<file path="src/rtl/onehot_encoder8x3_seq.sv">
// Sequential 8-to-3 encoder: accepts a request vector and emits the index of
// every set bit, one per output handshake, flagging the last code of each vector.
// Build option: define ENC_MSB_FIRST_EN to scan the highest set bit first;
// the default build scans the lowest set bit first.
module onehot_encoder8x3_seq #(
    parameter int unsigned WIDTH  = 8,
    parameter int unsigned CODE_W = 3   // must equal $clog2(WIDTH)
) (
    input  logic              clk,
    input  logic              rst,
    input  logic              in_valid,
    output logic              in_ready,
    input  logic [WIDTH-1:0]  Din,
    output logic              out_valid,
    input  logic              out_ready,
    output logic [CODE_W-1:0] Do,
    output logic              out_last,
    output logic [CODE_W:0]   code_cnt,
    output logic              empty_pulse
);

    typedef enum logic [0:0] {StIdle, StEmit} state_e;

    state_e              state_q, state_d;
    logic [WIDTH-1:0]    pending_q, pending_d;
    logic [CODE_W:0]     code_cnt_q, code_cnt_d;
    logic                empty_q, empty_d;
    logic [CODE_W-1:0]   scan_idx;
    logic                one_left;

    // Pick the next bit to emit from the registered pending vector only.
    always_comb begin
        scan_idx = '0;
`ifdef ENC_MSB_FIRST_EN
        // Ascending loop: the last hit is the highest set bit.
        for (int i = 0; i < int'(WIDTH); i++) begin
            if (pending_q[i]) scan_idx = CODE_W'(i);
        end
`else
        // Descending loop: the last hit is the lowest set bit.
        for (int i = int'(WIDTH) - 1; i >= 0; i--) begin
            if (pending_q[i]) scan_idx = CODE_W'(i);
        end
`endif
        one_left = (pending_q != '0) && ((pending_q & (pending_q - WIDTH'(1))) == '0);
    end

    // Next-state logic for the IDLE/EMIT handshake sequencer.
    always_comb begin
        state_d    = state_q;
        pending_d  = pending_q;
        code_cnt_d = code_cnt_q;
        empty_d    = 1'b0;
        unique case (state_q)
            StIdle: begin
                if (in_valid) begin
                    code_cnt_d = '0;
                    if (Din != '0) begin
                        pending_d = Din;
                        state_d   = StEmit;
                    end else begin
                        empty_d = 1'b1;
                    end
                end
            end
            StEmit: begin
                if (out_ready) begin
                    pending_d  = pending_q & ~(WIDTH'(1) << scan_idx);
                    code_cnt_d = code_cnt_q + (CODE_W + 1)'(1);
                    if (one_left) state_d = StIdle;
                end
            end
            default: state_d = StIdle;
        endcase
    end

    // State registers with asynchronous reset discarding any pending vector.
    always_ff @(posedge clk or posedge rst) begin
        if (rst) begin
            state_q    <= StIdle;
            pending_q  <= '0;
            code_cnt_q <= '0;
            empty_q    <= 1'b0;
        end else begin
            state_q    <= state_d;
            pending_q  <= pending_d;
            code_cnt_q <= code_cnt_d;
            empty_q    <= empty_d;
        end
    end

    // Outputs derive from registered state; in_ready is also held low during reset.
    always_comb begin
        in_ready    = (state_q == StIdle) && !rst;
        out_valid   = (state_q == StEmit);
        Do          = out_valid ? scan_idx : '0;
        out_last    = out_valid && one_left;
        code_cnt    = code_cnt_q;
        empty_pulse = empty_q;
    end

endmodule

</file>
<file path="config.mk">
export PLATFORM = sky130hd
export DESIGN_NAME = onehot_encoder8x3_seq
export DESIGN_NICKNAME = d
export VERILOG_FILES = /design/src/rtl/onehot_encoder8x3_seq.sv
export SDC_FILE = /design/constraint.sdc
export NUM_CORES = 1
export LEC_CHECK = 0
export BUFFER_PORTS_ARGS = -buffer_cell sky130_fd_sc_hd__buf_2
export CAP_MARGIN = 20
export CORE_ASPECT_RATIO = 1.2
export CORE_UTILIZATION = 45
export CTS_CLUSTER_SIZE = 24
export DETAILED_ROUTE_END_ITERATION = 10
export HOLD_SLACK_MARGIN = 0.08
export PLACE_DENSITY = 0.7
export SLEW_MARGIN = 15
export SYNTH_ARGS = -nofsm -noshare
export SYNTH_HDL_FRONTEND = slang
export SYNTH_SLANG_ARGS = --single-unit
</file>
<file path="constraint.sdc">
create_clock -name clk -period 3.3 [get_ports clk]
set_input_delay 0.165 -clock clk [delete_from_list [all_inputs] [get_ports clk]]
set_output_delay 0.165 -clock clk [all_outputs]
set_load 0.01 [all_outputs]
</file>
# After elaboration in Yosys (flattened, before gate mapping)
# Cells that the tools add are included.
# word_totals
wordCells	47
register_bits	14
# classes
add_sub_neg	2
shift	1
muxes	24
eq_ne	3
bitwise	4
n_reduce_logical	9
# op_table
op	n
3-bit two-way mux	9
8-bit two-way mux	3
8-bit bitwise AND	2
8-bit one-hot mux with 2 select lines	1
8-bit nonzero test	2
8-bit logical NOT	1
4-bit two-way mux	2
8-bit NOT	1
4-bit one-hot mux with 2 select lines	1
1-bit by 3-bit left shift with 8-bit output, first input constant	1
8-bit by 1-bit subtractor with 8-bit output, second input constant	1
1-bit two-way mux	7
2-bit inequality test, second input constant	3
4-bit by 1-bit adder with 4-bit output, second input constant	1
1-bit logical AND	3
3-bit AND reduction	1
1-bit one-hot mux with 2 select lines	1
2-bit AND reduction	1
1-bit logical NOT	1
1-bit NOT	1

# Logic depth before layout (Yosys ltp)
# Gate-level depths: netlist of run 1.
# logic_depth
depth_word	13
ltp_mapped	6
ltp_nobuf	5

# Least setup slack after synthesis of run 1
# OpenSTA, ideal clock, no wires.
# synth_path
kind	flip-flop to output port
start	reg pending_q[6]
end	out Do[0]
stages_incl_launch_ff	5
t_arrival_ps	1232
required_time_ps	3135
path_buffers	0
setup_slack_ps	1903
path_cell_list	dfrtp_1 nand2b_1 a221oi_2 nor2_1 nor3b_1
# synth_between
elab_chain_len	8
# synth_lines
element	line_no	rtl
from (decl)	25	logic [WIDTH-1:0] pending_q, pending_d;
from (signal assigned)	86	pending_q <= pending_d;
3-bit two-way mux (7 in a row)	42	if (pending_q[i]) scan_idx = CODE_W'(i);
3-bit two-way mux	96	Do = out_valid ? scan_idx : '0;
to (decl)	16	output logic [CODE_W-1:0] Do,
# Every way passes these cells.

# Worst setup path in the final report of run 1
# layout_path
start	reg pending_q[2]
end	out out_last
# layout_between
elab_chain_len	5
word_cells_on_any_way	6
# layout_lines
element	line_no	rtl
8-bit by 1-bit subtractor with 8-bit output	45	one_left = (pending_q != '0) && ((pending_q & (pending_q - WIDTH'(1))) == '0);
8-bit bitwise AND	45	
8-bit logical NOT	45	
1-bit logical AND *	45	
1-bit logical AND *	97	out_last = out_valid && one_left;
to (decl)	17	output logic out_last,
# Every way passes the cells marked *; elsewhere a longest branch is shown, timed or not.

==> results of run 1 <==
==> repair_timing <==
item | in CTS | in global routing
hold endpoints to repair | 14 | 0
setup endpoints to repair | 0 | 0
hold buffers | 1 | 0
==> sequential cells by signal, indices dropped and copies added, names as in the netlist <==
| signal | flops |
|---|---|
| empty_pulse | 1 |
| out_valid | 1 |
| code_cnt | 4 |
| pending_q | 8 |
==> where the power goes <==
group | switching, uW | internal [uW]
Combinational | 268 | 231
Sequential | 115 | 239
Clock | 60.2 | 67.2
Total | 444 | 537
==> logic make-up after synthesis <==
family / after synthesis / share of synthesized area
AND/OR/NAND/NOR: 48 / 0.307
adder cells (fa/ha/maj): 1 / 0.0147
XOR/XNOR: 1 / 0.0103
AO/OA/AOI/OAI: 25 / 0.226
buffers and inverters: 6 / 0.0295
flip-flops: 14 / 0.413
==> per-stage QoR <==
stage / hold WS [ps] / worst slack, ps / instances
after CTS: 110 / 1280 / 137
after floorplan: 54.2 / 1900 / 95
final: 105 / 1260 / 137
after global placement: 230 / 1570 / 132
after global routing: 119 / 1110 / 137
after detailed placement: 255 / 1640 / 132
==> per-layer routing <==
| metal | GRT usage | vias up | wire length (um) |
|---|---|---|---|
| met5 | 0 | - | 0 |
| met4 | 0.0645 | 0 | 40 |
| met3 | 0.0256 | 6 | 75 |
| met2 | 0.315 | 23 | 921 |
| met1 | 0.295 | 362 | 971 |
| li1 | - | 397 | - |
==> worst max-delay path, delay by kind of cell, from the launching register on <==
kind,cells,cell delay [ps]
flops,1,450
buf+inv,1,130
compound gates,2,380
simple gates,2,630
==> cell type report <==
type / instances / area (um^2)
clock buffers: 4 / 36.3
fillers: 157 / 688
inverters: 3 / 11.3
multi-input cells: 75 / 473
flip-flops and latches: 14 / 350
well taps: 18 / 22.5
repair buffers: 23 / 120
==> how the worst max path moves through the flow <==
stage / startpoint / endpoint / slack, ps / cells past startpoint
floorplan: pending_q[6]$_DFFE_PP0P_ / Do[0] / 1900 / 4
global placement: pending_q[2]$_DFFE_PP0P_ / out_last / 1570 / 5
detailed placement: pending_q[2]$_DFFE_PP0P_ / out_last / 1640 / 5
CTS: pending_q[2]$_DFFE_PP0P_ / out_last / 1280 / 5
global route: pending_q[2]$_DFFE_PP0P_ / out_last / 1110 / 5
finish: pending_q[2]$_DFFE_PP0P_ / out_last / 1260 / 5
==> layout by cell type (no fill, tap or decap), drive strengths merged, types with 2 or more instances in the layout <==
cell type  count
o211ai         2
nor2b          2
nor4           2
nand2b         2
clkbuf         4
a22o           4
o21ai          8
a21oi          3
a22oi          2
buf           22
a21o           2
nor2          11
and3           4
nand2         14
inv            3
dfrtp         14
nand3          6
==> impl_metrics.env, run 1 <==
export IMPL_dp_hpwl_um=1480
export IMPL_viasPerCell=5.75
export IMPL_cts_sinks=14
export IMPL_antenna_found_initial=0
export IMPL_fin_area_um2=1010
export IMPL_final_max_slew_viol_count=0
export IMPL_synth_nets=108
export IMPL_drcViolationCount=0
export IMPL_drtPass1Iterations=4
export IMPL_min_to="pending_q[3]$_DFFE_PP0P_"
export IMPL_cts_resized=0
export IMPL_drt_iter0_drc=10
export IMPL_grt_max_degree=18
export IMPL_vdd_ir_drop_max_mv=0.456
export IMPL_r2r_start="out_valid$_DFF_PP0_"
export IMPL_worstSetupPathType="reg -> out"
export IMPL_coreArea_um2=1700
export IMPL_place_area_um2=967
export IMPL_cts_buffers=3
export IMPL_antenna_left=0
export IMPL_skew_ps=5.36
export IMPL_syn_avg_cell_area_um2=8.93
export IMPL_async_flop_share=1.00
export IMPL_wl_um=2010
export IMPL_maxCapViolCount=0
export IMPL_finalNetCount=133
export IMPL_worstReg2RegEnd="code_cnt[1]$_DFFE_PP0P_"
export IMPL_die_height_um=49.6
export IMPL_crit_path_cell_trace="nor3_1 -> o21ai_0 -> o21ai_1 -> and3_1 -> buf_2"
export IMPL_gp_congestion=0.867
export IMPL_synth_commonest_cells="dfrtp_1, nand2_1, nor2_1, nand3_1, o21ai_0"
export IMPL_port_buffers=22
export IMPL_syn_area_um2=848
export IMPL_startpoint_type="flop"
export IMPL_synth_ff_type="dfrtp_1"
export IMPL_routedWlPerCell_um=14.7
export IMPL_die_area_um2=2060
export IMPL_period_minus_slack_ps=2040
export IMPL_reg2reg_depth=3
export IMPL_pwr_density_cell_nw_per_um2=967
export IMPL_arrival_ps=1880
export IMPL_clock_root_buffer="clkbuf_4"
export IMPL_yosysSeqAreaShare=0.413
export IMPL_worst_hold_path_type="in -> reg"
export IMPL_tritoncts="yes"
export IMPL_slowest_delay_ps=450
export IMPL_h_tree_depth=1
export IMPL_power_uw=980
export IMPL_setup_viol=0
export IMPL_r2r_slack_ps=1680
export IMPL_min_path_cells=3
export IMPL_first_global_vias=692
export IMPL_fin_util=0.596
export IMPL_status="finished, final reports clean"
export IMPL_vias=788
export IMPL_area_delta_synth_final_pct=19.5
export IMPL_yosysWarnings=0
export IMPL_grt_pass1_wl_um=3230
export IMPL_io_pins=23
export IMPL_crit_fanout=5
export IMPL_die_w_um=41.6
export IMPL_synth_seq_cells=14
export IMPL_drive_gt1_frac=0.311
export IMPL_clkTransAtPathRegs_ps=90
export IMPL_yosys_area_top_type="dfrtp_1"
export IMPL_hp_start="Din[3]"
export IMPL_period_share=0.620
export IMPL_grt_usage=0.204
export IMPL_cp_end_kind="primary output"
export IMPL_fmax_mhz=489
export IMPL_worst_pin_slew_ps=656
export IMPL_crit_required_ps=3130
export IMPL_slew_headroom=0.562
export IMPL_cp_slowest_cell="dfrtp_1"
export IMPL_power_leakage_uw=0.000493
export IMPL_synth_edf_count=0
export IMPL_rsz0062_at_grt="no"
export IMPL_start_util=0.499
export IMPL_tns_ps=0
export IMPL_cts_buffer_depth=2
export IMPL_cts_setup_buffers=0
export IMPL_clkLatencyLatePin_ps=280
export IMPL_rows=16
export IMPL_finalHoldViolations=0
export IMPL_yosys_area_top_type_share=0.413
export IMPL_gr_total_overflow=0
export IMPL_synth_cells=95
export IMPL_diodes=0
export IMPL_ys_top_cells_by_area="dfrtp_1, nand2_1, a22o_1, nor2_1, nand3_1"
export IMPL_synth_cell_type_count=34
No activity file was read; power rests on OpenSTA's default activity.
==> run 2: changes to the inputs <==
Settings changed: PLACE_DENSITY 0.7 to 0.73.
Clock period 3.3 ns to 1.7 ns, I/O delays scaled along.
==> impl_metrics.env, run 2 (synthesis results as in run 1) <==
export IMPL_drt_iter0_drc=33
export IMPL_coreArea_um2=1700
export IMPL_io_pins=23
export IMPL_min_path_cells=3
export IMPL_start_util=0.499
export IMPL_maxCapViolCount=0
export IMPL_clock_root_buffer="clkbuf_4"
export IMPL_power_uw=2180
export IMPL_vias=918
export IMPL_slew_headroom=0.617
export IMPL_layout_commonest_cell="buf_2"
export IMPL_diodes=0
export IMPL_worst_pin_slew_ps=574
export IMPL_setup_viol=1
export IMPL_port_buffers=22
export IMPL_clkTransAtPathRegs_ps=90
export IMPL_antenna_left=0
export IMPL_crit_fanout=5
export IMPL_fin_area_um2=1180
export IMPL_pwr_density_cell_nw_per_um2=1850
export IMPL_gp_congestion=0.846
export IMPL_grt_usage=0.241
export IMPL_worst_hold_path_type="in -> reg"
export IMPL_die_area_um2=2060
export IMPL_die_w_um=41.6
export IMPL_vdd_ir_drop_max_mv=0.933
export IMPL_rsz0062_at_grt="yes"
export IMPL_grt_max_degree=15
export IMPL_clkLatencyLatePin_ps=290
export IMPL_routedWlPerCell_um=16.3
export IMPL_drtPass1Iterations=4
export IMPL_dp_hpwl_um=1580
export IMPL_drcViolationCount=0
export IMPL_netSwitchingPower_uw=989
export IMPL_finalHoldViolations=0
export IMPL_startpoint_type="flop"
export IMPL_tritoncts="yes"
export IMPL_gr_total_overflow=0
export IMPL_rows=16
export IMPL_swShare=0.454
export IMPL_pwr_share_seq=0.319
export IMPL_clockPowerShare=0.088
export IMPL_first_global_vias=861
export IMPL_viasPerCell=6.08
export IMPL_period_minus_slack_ps=1720
export IMPL_grt_util_met2=0.393
export IMPL_cp_end_kind="primary output"
export IMPL_period_share=1.01
export IMPL_fmax_mhz=583
export IMPL_met3_usage=0.0403
export IMPL_layout_common_cells="buf_2, nand2_1"
export IMPL_busiest_layer="met2"
export IMPL_largest_reg_flops=8
export IMPL_finalNetCount=148
export IMPL_reg2reg_depth=5
export IMPL_final_max_slew_viol_count=0
export IMPL_area_delta_synth_final_pct=38.9
export IMPL_cts_buffers=3
export IMPL_tns_ps=-15.9
export IMPL_antenna_found_initial=0
export IMPL_skew_ps=6.08
export IMPL_place_area_um2=990
export IMPL_crit_required_ps=1620
export IMPL_worstSetupPathType="reg -> out"
export IMPL_cts_sinks=14
export IMPL_die_height_um=49.6
export IMPL_fillers=148
export IMPL_drive_gt1_frac=0.414
export IMPL_largest_register="pending_q"
export IMPL_grt_pass1_wl_um=3860
export IMPL_power_leakage_uw=0.000568
export IMPL_h_tree_depth=1
export IMPL_cts_buffer_depth=2
export IMPL_arrival_ps=1630
export IMPL_status="finished, violations left"
export IMPL_wl_um=2460
export IMPL_failed_checks="negative setup slack"
export IMPL_grt_use_met1=0.304
export IMPL_detailedPlace_worstSlack_ps=126
export IMPL_p_int_uw=1190
export IMPL_setup_ws_ps=-15.9
export IMPL_share_comb_of_total_power=0.593
==> run 2: power by group through the flow <==
stage | registers (uW) | clock network [uW] | logic [uW]
after global routing | 715 | 206 | 1400
after global placement | 655 | 0 | 1010
final | 696 | 191 | 1290
after detailed placement | 664 | 0 | 1030
after floorplan | 623 | 0 | 735
after CTS | 669 | 191 | 1120
==> run 2: final cells by class <==
type                       instances  area, um^2  area share
multi-input combinational         75         514       0.436
tap                               18        22.5      0.0191
inverter                           3        11.3     0.00955
timing repair buffer              38         250       0.212
clock buffer                       3        22.5      0.0191
sequential                        14         358       0.304
==> run 2: what timing repair did <==
item / in CTS / in global routing
endpoints found under the hold margin: 21 / 0
setup endpoints to repair: 2 / 2
hold buffers: 8 / 0
buffers inserted: 2 / 3
pin swaps: 2 / 6
resized for setup: 2 / 12
==> run 2: critical path: stages, from the launching register on <==
cell and delay [ps]:
dfrtp_2 470, or2b_1 240, nand3_1 60, o21ai_1 80, o21ai_2 170, and3_1 200, buf_2 130
==> run 2: final timing paths <==
path                                           from                  endpoint  slack (ps)
setup / recovery           pending_q[7]$_DFFE_PP0P_                  out_last         -20
hold / removal                               Din[6]  pending_q[6]$_DFFE_PP0P_          80
setup reg to reg           pending_q[1]$_DFFE_PP0P_  pending_q[7]$_DFFE_PP0P_         250
max in group asynchronous                       rst  pending_q[3]$_DFFE_PP0P_         870
min in group asynchronous                       rst  pending_q[7]$_DFFE_PP0P_         410
hold reg to reg             code_cnt[3]$_DFFE_PP0P_   code_cnt[3]$_DFFE_PP0P_         490
==> run 2: per-layer routing <==
metal | routed length [um] | vias up
li1 | - | 422
met5 | 0 | -
met3 | 147 | 10
met2 | 1190 | 45
met4 | 86 | 0
met1 | 1040 | 441
==> run 2: per-stage QoR <==
step	instances	util	hold slack, ps
after floorplan	95	-	-25.8
after global placement	135	0.582	176
after detailed placement	135	0.582	169
after CTS	148	0.657	80.5
after global routing	151	0.693	97.9
final	151	0.693	84.7
